$ cat src/rtl/fibo_pkg.sv
// Shared encodings for the Fibonacci controller: FSM states, ALU opcodes,
// register-file map and the datapath control word.
package fibo_pkg;

  localparam int unsigned STATE_W = 4;
  localparam int unsigned OP_W    = 3;
  localparam int unsigned ADDR_W  = 2;

  typedef enum logic [STATE_W-1:0] {
    IDLE   = 4'd0,
    LD_N   = 4'd1,
    LD_A   = 4'd2,
    LD_B   = 4'd3,
    LD_ONE = 4'd4,
    CHECK  = 4'd5,
    ADD    = 4'd6,
    SUB    = 4'd7,
    DEC    = 4'd8,
    OUT    = 4'd9,
    DONE   = 4'd10
  } state_t;

  // Must match the ALU's own opcode decode
  localparam logic [OP_W-1:0] ALU_PASS = 3'b000;
  localparam logic [OP_W-1:0] ALU_ADD  = 3'b001;
  localparam logic [OP_W-1:0] ALU_SUB  = 3'b010;

  // R0 loop counter, R1 a, R2 b, R3 constant one
  localparam logic [ADDR_W-1:0] R_CNT = 2'd0;
  localparam logic [ADDR_W-1:0] R_A   = 2'd1;
  localparam logic [ADDR_W-1:0] R_B   = 2'd2;
  localparam logic [ADDR_W-1:0] R_ONE = 2'd3;

  typedef enum logic [1:0] {
    CNT_ZERO = 2'd0,
    CNT_ONE  = 2'd1,
    CNT_N    = 2'd2
  } count_sel_t;

  typedef struct packed {
    logic              busy;
    logic              done;
    logic [ADDR_W-1:0] wrt_adder;
    logic              wrt_en;
    logic              load_data;
    logic [ADDR_W-1:0] rd_addr1;
    logic [ADDR_W-1:0] rd_addr2;
    logic [OP_W-1:0]   alu_opcode;
  } ctrl_t;

  localparam ctrl_t CTRL_IDLE = '{
    busy:       1'b0,
    done:       1'b0,
    wrt_adder:  R_CNT,
    wrt_en:     1'b0,
    load_data:  1'b0,
    rd_addr1:   R_CNT,
    rd_addr2:   R_CNT,
    alu_opcode: ALU_PASS
  };

endpackage

$ cat src/rtl/fibo_ctrl_decode.sv
// Moore decode of the controller state into the datapath control word and
// the constant/operand value presented on count.
module fibo_ctrl_decode
  import fibo_pkg::*;
#(
  parameter int unsigned size = 4
) (
  input  state_t          state,
  input  logic [size-1:0] n_reg,
  output ctrl_t           ctrl,
  output logic [size-1:0] count
);

  count_sel_t count_sel;

  always_comb begin
    ctrl      = CTRL_IDLE;
    count_sel = CNT_ZERO;
    case (state)
      LD_N: begin
        ctrl.busy      = 1'b1;
        ctrl.wrt_en    = 1'b1;
        ctrl.load_data = 1'b1;
        ctrl.wrt_adder = R_CNT;
        count_sel      = CNT_N;
      end
      LD_A: begin
        ctrl.busy      = 1'b1;
        ctrl.wrt_en    = 1'b1;
        ctrl.load_data = 1'b1;
        ctrl.wrt_adder = R_A;
        count_sel      = CNT_ZERO;
      end
      LD_B: begin
        ctrl.busy      = 1'b1;
        ctrl.wrt_en    = 1'b1;
        ctrl.load_data = 1'b1;
        ctrl.wrt_adder = R_B;
        count_sel      = CNT_ONE;
      end
      LD_ONE: begin
        ctrl.busy      = 1'b1;
        ctrl.wrt_en    = 1'b1;
        ctrl.load_data = 1'b1;
        ctrl.wrt_adder = R_ONE;
        count_sel      = CNT_ONE;
      end
      CHECK: begin
        ctrl.busy       = 1'b1;
        ctrl.rd_addr1   = R_CNT;
        ctrl.alu_opcode = ALU_PASS;
      end
      ADD: begin
        ctrl.busy       = 1'b1;
        ctrl.wrt_en     = 1'b1;
        ctrl.wrt_adder  = R_B;
        ctrl.rd_addr1   = R_A;
        ctrl.rd_addr2   = R_B;
        ctrl.alu_opcode = ALU_ADD;
      end
      // b_new - a recovers the old b even when the add wrapped
      SUB: begin
        ctrl.busy       = 1'b1;
        ctrl.wrt_en     = 1'b1;
        ctrl.wrt_adder  = R_A;
        ctrl.rd_addr1   = R_B;
        ctrl.rd_addr2   = R_A;
        ctrl.alu_opcode = ALU_SUB;
      end
      DEC: begin
        ctrl.busy       = 1'b1;
        ctrl.wrt_en     = 1'b1;
        ctrl.wrt_adder  = R_CNT;
        ctrl.rd_addr1   = R_CNT;
        ctrl.rd_addr2   = R_ONE;
        ctrl.alu_opcode = ALU_SUB;
      end
      OUT: begin
        ctrl.busy       = 1'b1;
        ctrl.rd_addr1   = R_A;
        ctrl.alu_opcode = ALU_PASS;
      end
      DONE: begin
        ctrl.busy = 1'b1;
        ctrl.done = 1'b1;
      end
      default: ctrl = CTRL_IDLE;
    endcase
  end

  always_comb begin
    count = '0;
    case (count_sel)
      CNT_N:   count = n_reg;
      CNT_ONE: count = size'(1);
      default: count = '0;
    endcase
  end

endmodule

$ cat src/rtl/fibo_controller.sv
// Controller that sequences the 4x4 register-file/ALU datapath to compute
// fib(n) mod 2^size; holds state, the captured index and the result.
module fibo_controller
  import fibo_pkg::*;
#(
  parameter int unsigned size = 4
) (
  input  logic              Clk,
  input  logic              Reset,
  input  logic              start,
  input  logic [size-1:0]   n,
  output logic              busy,
  output logic              done,
  output logic [size-1:0]   result,
  output logic [ADDR_W-1:0] wrt_adder,
  output logic              wrt_en,
  output logic              load_data,
  output logic [ADDR_W-1:0] rd_addr1,
  output logic [ADDR_W-1:0] rd_addr2,
  output logic [OP_W-1:0]   alu_opcode,
  output logic [size-1:0]   count,
  input  logic [size-1:0]   data_out,
  input  logic              zero_flag
);

  state_t          state;
  state_t          state_nxt;
  logic [size-1:0] n_reg;
  ctrl_t           ctrl;

  always_ff @(posedge Clk or posedge Reset) begin
    if (Reset) begin
      state  <= IDLE;
      n_reg  <= '0;
      result <= '0;
    end else begin
      state <= state_nxt;
      if (state == IDLE && start) n_reg <= n;
      // data_out was latched on the negedge from the R1 pass-through
      if (state == OUT) result <= data_out;
    end
  end

  always_comb begin
    state_nxt = IDLE;
    case (state)
      IDLE:    state_nxt = start ? LD_N : IDLE;
      LD_N:    state_nxt = LD_A;
      LD_A:    state_nxt = LD_B;
      LD_B:    state_nxt = LD_ONE;
      LD_ONE:  state_nxt = CHECK;
      CHECK:   state_nxt = zero_flag ? OUT : ADD;
      ADD:     state_nxt = SUB;
      SUB:     state_nxt = DEC;
      DEC:     state_nxt = CHECK;
      OUT:     state_nxt = DONE;
      DONE:    state_nxt = IDLE;
      default: state_nxt = IDLE;
    endcase
  end

  fibo_ctrl_decode #(.size(size)) u_decode (
    .state (state),
    .n_reg (n_reg),
    .ctrl  (ctrl),
    .count (count)
  );

  assign busy       = ctrl.busy;
  assign done       = ctrl.done;
  assign wrt_adder  = ctrl.wrt_adder;
  assign wrt_en     = ctrl.wrt_en;
  assign load_data  = ctrl.load_data;
  assign rd_addr1   = ctrl.rd_addr1;
  assign rd_addr2   = ctrl.rd_addr2;
  assign alu_opcode = ctrl.alu_opcode;

endmodule

$ cat config.mk
export PLATFORM = sky130hd
export DESIGN_NAME = fibo_controller
export DESIGN_NICKNAME = d
export VERILOG_FILES = /design/src/rtl/fibo_pkg.sv /design/src/rtl/fibo_ctrl_decode.sv /design/src/rtl/fibo_controller.sv
export SDC_FILE = /design/constraint.sdc
export NUM_CORES = 1
export LEC_CHECK = 0
export ABC_CLOCK_PERIOD_IN_PS = 5200
export BUFFER_PORTS_ARGS = -buffer_cell sky130_fd_sc_hd__buf_2
export CORE_MARGIN = 2
export CORE_UTILIZATION = 38
export CTS_CLUSTER_DIAMETER = 50
export CTS_CLUSTER_SIZE = 20
export DETAILED_ROUTE_END_ITERATION = 8
export GPL_ROUTABILITY_DRIVEN = 1
export GPL_TIMING_DRIVEN = 0
export PLACE_DENSITY = 0.75
export SLEW_MARGIN = 20
export SYNTH_ARGS = -nofsm -noshare
export SYNTH_HDL_FRONTEND = slang
export SYNTH_HIERARCHICAL = 1
export SYNTH_SLANG_ARGS = --single-unit
$ cat constraint.sdc
create_clock -name Clk -period 5.2 [get_ports Clk]
set_clock_uncertainty 0.05 [all_clocks]
set_input_delay 1.04 -clock Clk [delete_from_list [all_inputs] [get_ports Clk]]
set_output_delay 1.04 -clock Clk [all_outputs]
set_load 0.02 [all_outputs]
==> impl_metrics.json <==
{
  "hp-class": "reg2reg",
  "max_freq_mhz": 318.5,
  "cts_root_buf": "clkbuf_4",
  "grt_max_degree": 16,
  "fillers": 230,
  "crit_slowest_cell": "dfrtp_1",
  "critical_path.cell_chain": "or3b_1, a21o_1, ha_1, a21oi_1, nor2_1, buf_2",
  "place_congestion": 0.7331,
  "hold_viol_final": 0,
  "dp_hpwl_mm": 1.396,
  "final.period_utilization_pct": 60.39,
  "mostFrequentLayoutCells": "buf_2, dfrtp_1, mux2_2, a21oi_1, nor2_1",
  "critical_path_peak_fanout": 15,
  "slew_violations": 0,
  "area_growth_pct": 25.86,
  "finalWirelength_mm": 1.718,
  "clk_pin_slew_ns": 0.07,
  "synth-edff-count": 0,
  "drcViolationCount": 0,
  "hp-start": "n_reg[2]",
  "die_height_um": 52.01,
  "grt_use_total_pct": 13.31,
  "crit_type": "reg2out",
  "cp_num_buf_inv": 1,
  "clock_tree.buffer_depth": 2,
  "vias_per_cell": 4.888,
  "cp-startpoint": "state[2]",
  "slowest_delay_ns": 0.59,
  "dieArea_mm2": 0.002705,
  "via_count": 782,
  "drtIter0Drc": 12,
  "ys_seq_area_share_pct": 34.29,
  "synth_warnings": 6,
  "synth_flop_cell": "dfrtp_1",
  "drive_above_1_share_pct": 42.42,
  "dp_cells": 156,
  "period_minus_slack_ns": 3.140,
  "synth_area_um2": 875.8,
  "fin_cells": 160,
  "cap_viol_max_count": 0,
  "die_w_um": 52.01,
  "synth_cells": 97,
  "grt_pass1_wl_mm": 2.794,
  "port_buffers": 31,
  "h-tree-depth": 1,
  "cts_resized": 0,
  "avgSynthCellArea_um2": 9.029,
  "layout_commonest_cell": "buf_2",
  "ant_nets": 0,
  "pin_count": 33,
  "power_density_mw_per_mm2": 699.4,
  "grt.overflow.total": 0,
  "post_cts_buffers": 0,
  "rows": 17,
  "nets": 147,
  "grt_pass1_vias": 675,
  "cp_top_family": "flip-flops",
  "crit_required_ns": 4.11,
  "power.leakage_nw": 0.5428,
  "rsz0062_at_grt": "no",
  "ir_worst_vdd_mv": 0.3008,
  "postCtsHoldBufs": 0,
  "antenna_found_initial": 0,
  "crit_arrival_ns": 2.05,
  "synth_seq_cells": 12,
  "numCtsBuffers": 3,
  "synth-async-reset-ratio_pct": 100.0,
  "run_status": "complete, no violations",
  "syn-num-nets": 111,
  "timing.rr.start": "state[0]",
  "cts_tree": "built",
  "finalSetupViolCount": 0,
  "clock_sinks": 12,
  "start_util_pct": 39.98,
  "core_mm2": 0.002191,
  "worstSetupStartpointType": "register",
  "insertedDiodeCount": 0,
  "synth_cell_types": 39,
  "dr.pass1.iters": 4,
  "hold-worst-slack_ns": 0.4484,
  "fin_setup_tns_ns": 0,
  "insertion_delay_ns": 0.26,
  "end_kind": "output port",
  "wl_per_cell_um": 10.74
}
[where the power goes]
group	internal, W	switching (W)	leakage, nW
registers	0.000140	0.0000453	0.147
logic	0.000222	0.000295	0.375
clock network	0.0000424	0.0000272	0.0210
total	0.000404	0.000367	0.543
[routing by layer]
metal,wire length (um),track usage (%)
met4,0,2.632
met2,882,23.63
met5,0,0
met3,95,1.724
met1,740,17.18
[area by class of cell]
type / count / area (um2) / area share (%)
plain buffers: 10 / 63.81 / 5.789
multi-input cells: 72 / 500.5 / 45.40
well taps: 28 / 35.03 / 3.178
inverters: 3 / 11.26 / 1.022
flip-flops and latches: 12 / 300.3 / 27.24
clock buffers: 4 / 36.28 / 3.292
repair buffers: 31 / 155.1 / 14.07
[synthesized netlist by cell type (all sizes together), types with 2 or more instances]
master | number | area share, %
dfrtp | 12 | 34
nand2b | 5 | 3.6
nor2 | 8 | 3.7
a21oi | 8 | 4.6
nor3b | 3 | 2.6
clkbuf | 2 | 0.86
ha | 2 | 2.9
mux2 | 8 | 10
or3b | 4 | 4.0
nand2 | 4 | 1.7
nand3b | 3 | 2.6
inv | 3 | 1.3
a21o | 2 | 1.7
o21ai | 4 | 2.3
buf | 8 | 6.4
and2 | 3 | 2.1
nor3 | 2 | 1.7
[cells by family after synthesis]
logic type                 Yosys count  share of synthesized area (%)
muxes                                8                          10.29
other                                1                         0.4282
xor gates and xnor gates             1                          1.000
buffers and inverters               13                          8.571
AOI/OAI and AO/OA                   21                          15.00
and+or+nand+nor                     39                          27.57
DFF                                 12                          34.29
adders and majority gates            2                          2.857
[through the flow]
stage                     area, um2  util (%)   power, W  worst slack [ns]
final                          1102     50.31  0.0007709             2.060
after global placement         1066     48.66  0.0006855             2.386
after global routing           1102     50.31  0.0008400             1.919
after floorplan               875.8         -  0.0005730             2.440
after detailed placement       1066     48.66  0.0007050             2.349
after CTS                      1102     50.31  0.0007773             2.054
[worst paths after layout]
path,endpoint,slack (ns),cells after the start
max in group asynchronous,n_reg[2],4.10,2
min in group asynchronous,n_reg[3],0.71,2
min reg2reg,n_reg[2],0.45,1
max reg2reg,result[2],3.59,4
max,count[0],2.06,6
min,n_reg[2],0.45,1
Note: power is estimated with default switching activity, not from simulation.
